`src/rtl/led_flow_ctrl.sv`:
```
// LED pattern sequencer: programmable prescaler driving rotate-left/right, ping-pong and bar-fill patterns.
// Optional feature macro: LED_FLOW_PWM_EN adds a duty input and 8-bit PWM dimming of the led outputs.
module led_flow_ctrl #(
  parameter int N_LED = 8,
  parameter int CNT_W = 24
) (
  input  logic             clk,
  input  logic             rst,
  input  logic             en,
  input  logic [1:0]       mode,
  input  logic [CNT_W-1:0] div,
`ifdef LED_FLOW_PWM_EN
  input  logic [7:0]       duty,
`endif
  output logic [N_LED-1:0] led,
  output logic             step,
  output logic             wrap
);

  typedef enum logic [1:0] {
    ROT_L = 2'b00,
    ROT_R = 2'b01,
    PING  = 2'b10,
    BAR   = 2'b11
  } mode_t;

  typedef enum logic {
    DIR_L = 1'b0,
    DIR_R = 1'b1
  } dir_t;

  localparam logic [N_LED-1:0] SEED_LO = N_LED'(1);
  localparam logic [N_LED-1:0] SEED_HI = {1'b1, {(N_LED-1){1'b0}}};

  logic [CNT_W-1:0] cnt;
  mode_t            mode_q;
  mode_t            mode_in;
  dir_t             dir;
  dir_t             dir_nxt;
  logic [N_LED-1:0] pattern;
  logic [N_LED-1:0] pat_nxt;
  logic [N_LED-1:0] seed_cur;
  logic [N_LED-1:0] seed_new;
  logic             tick;
  logic             illegal;

  always_comb begin
    mode_in  = mode_t'(mode);
    seed_cur = (mode_q == ROT_R) ? SEED_HI : SEED_LO;
    seed_new = (mode_in == ROT_R) ? SEED_HI : SEED_LO;
    tick     = en && (cnt == div);
    // Bar fill legitimately holds multi-bit and all-zero patterns, so only the one-hot modes are policed.
    illegal  = (mode_q != BAR) && !$onehot(pattern);
  end

  always_comb begin
    pat_nxt = pattern;
    dir_nxt = dir;
    case (mode_q)
      ROT_L: pat_nxt = {pattern[N_LED-2:0], pattern[N_LED-1]};
      ROT_R: pat_nxt = {pattern[0], pattern[N_LED-1:1]};
      PING: begin
        pat_nxt = (dir == DIR_L) ? {pattern[N_LED-2:0], 1'b0} : {1'b0, pattern[N_LED-1:1]};
        if (pat_nxt[N_LED-1])
          dir_nxt = DIR_R;
        else if (pat_nxt[0])
          dir_nxt = DIR_L;
      end
      BAR: begin
        if (&pattern)
          pat_nxt = '0;
        else if (pattern == '0)
          pat_nxt = SEED_LO;
        else
          pat_nxt = {pattern[N_LED-2:0], 1'b1};
      end
      default: pat_nxt = SEED_LO;
    endcase
  end

  always_ff @(posedge clk) begin
    if (rst) begin
      cnt     <= '0;
      mode_q  <= ROT_L;
      dir     <= DIR_L;
      pattern <= SEED_LO;
      step    <= 1'b0;
      wrap    <= 1'b0;
    end else if (mode_in != mode_q) begin
      mode_q  <= mode_in;
      pattern <= seed_new;
      cnt     <= '0;
      dir     <= DIR_L;
      step    <= 1'b0;
      wrap    <= 1'b0;
    end else begin
      step <= 1'b0;
      wrap <= 1'b0;
      if (en)
        cnt <= tick ? '0 : cnt + 1'b1;
      if (illegal) begin
        pattern <= seed_cur;
        dir     <= DIR_L;
      end else if (tick) begin
        pattern <= pat_nxt;
        dir     <= dir_nxt;
        step    <= 1'b1;
        wrap    <= (pat_nxt == seed_cur);
      end
    end
  end

`ifdef LED_FLOW_PWM_EN
  logic [7:0] pwm_cnt;

  always_ff @(posedge clk) begin
    if (rst)
      pwm_cnt <= '0;
    else
      pwm_cnt <= pwm_cnt + 1'b1;
  end

  assign led = pattern & {N_LED{pwm_cnt < duty}};
`else
  assign led = pattern;
`endif

endmodule

```
`config.mk`:
```
export PLATFORM = sky130hd
export DESIGN_NAME = led_flow_ctrl
export DESIGN_NICKNAME = d
export VERILOG_FILES = /design/src/rtl/led_flow_ctrl.sv
export SDC_FILE = /design/constraint.sdc
export NUM_CORES = 1
export LEC_CHECK = 0
export BUFFER_PORTS_ARGS = -buffer_cell sky130_fd_sc_hd__clkbuf_2
export CORE_MARGIN = 2
export CORE_UTILIZATION = 45
export DETAILED_ROUTE_END_ITERATION = 10
export PLACE_DENSITY = 0.79
export SLEW_MARGIN = 20
export SYNTH_ARGS = -nofsm -noshare
export SYNTH_HDL_FRONTEND = slang
export SYNTH_SLANG_ARGS = --single-unit
```
`constraint.sdc`:
```
create_clock -name clk -period 3.8 [get_ports clk]
set_input_delay 0.38 -clock clk [delete_from_list [all_inputs] [get_ports clk]]
set_output_delay 0.38 -clock clk [all_outputs]
set_load 0.01 [all_outputs]
```
==> metrics.cfg <==
[worst_setup_path]
cp_max_fo = 2
ff2ff_setup_slack_ps = 40
arrival_ps = 3980
endpoint_kind = register
critical_path_class = reg2reg
cp-start-kind = register
cp.required_ps = 4020

[layout]
syn2layout_area_growth_pct = 21.03
design_area_um2 = 2700
final_nets = 349
postLayoutCoreUtil_pct = 56.79
drive_above_1_share_pct = 23.23
diodes = 0

[pwr]
vdd_drop_max_uv = 180.8
power_density_nw_per_um2 = 322.3
p_leak_nw = 1.055
total_power_mw = 0.8703

[logic_synthesis]
synth.cell_area_um2 = 2231
yosys_warnings = 0
ys_seq_elements = 37
yosysUniqueCellTypes = 44
syn-num-nets = 302
avgSynthCellArea_um2 = 8.482
yosysSeqAreaShare_pct = 33.20
syn_inst = 263

[cts]
cts_buffer_depth = 2
htreeDepth = 2
cts_tree = built
path_clk_slew_ps = 70
cts-root-buf = clkbuf_8
clk_latency_ps = 290
tritoncts.num_buffers = 5
cts_num_sinks = 37

[detailed_routing]
wl_per_cell_um = 13.59
drt_pre_antenna_iters = 4
drt-total-wl_mm = 5.125
post_drt_via_cell_ratio = 5.361
first_iter_violations = 141
drc = 0
vias = 2021
antenna_left = 0

[place]
place_ws_ps = -47.44
post-dp-hpwl_mm = 3.758
place.gp.congestion = 0.8314
placed_area_um2 = 2537
port_buffers = 38

[run]
cap_violations = 0

[floorplanning]
die_height_um = 74.41
floorplan.initialDensity_pct = 46.92
coreArea_um2 = 4755
io_pins = 39
dieArea_um2 = 5537
rows = 25
die_width_um = 74.41

[timing]
period_share_pct = 99.01
clock.fmax_mhz = 265.8
setup_viol = 0
setup_tns_ps = 0
finalClockSkew_ps = 3.332
hold_violations = 0
min_period_ps = 3762
timing.final.ws_setup_ps = 37.74
tightest_slew_ps = 810.0
slew_viol_final = 0
slew_headroom_pct = 46.00
rsz0062_at_grt = true

[grt]
first_global_vias = 1839
grt_overflow = 0
antenna_found_initial = 0
grt_pass1_wl_mm = 8.252
grt_max_degree = 23
grt_usage_pct = 19.41

[min_path]
hp-class = in2reg

[status]
status = finished clean

registers in the layout, summed over array words and instances, names as in the netlist:
| register | count |
|---|---|
| led | 8 |
| step | 1 |
| wrap | 1 |
| cnt | 24 |
| mode_q | 2 |
| dir | 1 |
final cells by class:
cell class              instances  area (um2)
fillers                       474        2054
multi-input cells             204        1459
flip-flops and latches         37       743.2
repair buffers                 46       250.2
well taps                      67       83.83
clock buffers                   5       68.82
inverters                      16       60.06
clock inverters                 2       35.03
final timing paths:
path / end / depth (start not counted) / from
min reg2reg: led[3] / 2 / led[3]
max: led[7] / 15 / led[0]
min: mode_q[0] / 2 / rst
max reg2reg: led[7] / 15 / led[0]
critical path: stages (launching register included):
cell	delay, ps
dfxtp_2	340
inv_2	50
fa_1	550
fa_1	430
fa_1	450
inv_1	80
ha_2	180
inv_2	40
fa_1	500
and3b_1	180
a41oi_2	110
buf_4	160
nor2_2	80
a22oi_1	110
a311o_1	330
mux2i_1	120
kinds of logic after synthesis:
kind of cell	Yosys count	synth area share (%)
AOI/OAI and AO/OA	32	10.21
buffers and inverters	23	4.038
DFF	37	33.20
adders and majority gates	10	6.955
muxes	3	1.346
and+or+nand+nor	110	25.41
xor gates and xnor gates	48	18.84
where the power goes:
group / internal, mW / total (mW) / switching (mW) / leakage (nW)
Sequential: 0.393 / 0.401 / 0.00840 / 0.299
Combinational: 0.0677 / 0.142 / 0.0746 / 0.702
Clock: 0.191 / 0.327 / 0.136 / 0.0540
routing by layer:
layer / part of all wire (%) / GRT usage [%]
met4: 1.5 / 4.563
met2: 48 / 33.73
met1: 43 / 24.04
met3: 7.2 / 5.149
met5: 0 / 0
synth_stat cells, drive strengths merged:
cell / number / area, um2
a21oi: 6 / 30.03
o221ai: 1 / 8.760
a41oi: 1 / 8.760
or2: 3 / 18.77
nand4b: 1 / 8.760
xnor2: 22 / 192.7
a211oi: 7 / 52.55
a21o: 1 / 7.510
o22ai: 1 / 6.260
clkbuf: 4 / 15.01
nand3: 9 / 45.04
o31a: 1 / 8.760
nand3b: 2 / 15.01
dfxtp: 37 / 740.7
and2: 2 / 12.51
and3b: 1 / 8.760
xor2: 26 / 227.7
a311o: 1 / 10.01
and4b: 1 / 10.01
a221o: 1 / 10.01
a22oi: 1 / 7.510
buf: 3 / 15.01
and3: 3 / 18.77
and4: 2 / 17.52
nand2b: 6 / 37.54
nor4: 4 / 31.28
fa: 4 / 80.08
nor2: 33 / 123.9
nor3: 5 / 25.02
ha: 6 / 75.07
mux2i: 3 / 30.03
nor2b: 3 / 18.77
a31oi: 2 / 12.51
nand4: 10 / 68.81
inv: 16 / 60.06
or4: 2 / 15.01
a221oi: 4 / 35.03
o31ai: 2 / 15.01
o21ai: 3 / 15.01
nand2: 21 / 78.83
or3: 2 / 12.51
cell usage in the layout, fill, tap and decap left out, types with 6 or more instances in the layout:
| cell type | netlist | final |
|---|---|---|
| xor2_1 | 26 | 26 |
| a21oi_1 | 6 | 6 |
| nand2_1 | 21 | 21 |
| clkbuf_2 | 0 | 38 |
| inv_1 | 16 | 14 |
| nand4_1 | 9 | 9 |
| xnor2_1 | 22 | 22 |
| dfxtp_1 | 37 | 35 |
| nand2b_1 | 6 | 6 |
| nor2_1 | 33 | 32 |
| nand3_1 | 9 | 9 |
| buf_4 | 0 | 8 |
through the flow:
step	instances	hold slack, ps
2_1_floorplan	263	451.6
3_3_place_gp	369	488.5
3_5_place_dp	369	507.5
4_1_cts	376	343.9
5_1_grt	377	356.8
6_report	377	349.7
what timing repair did:
item,4_1_cts,5_1_grt
gates cloned,0,1
endpoints found under the setup margin,8,7
pin swaps,1,1
setup buffers,0,0
resized for setup,3,10
hold buffers,0,0
(Power assumes the default switching activity.)
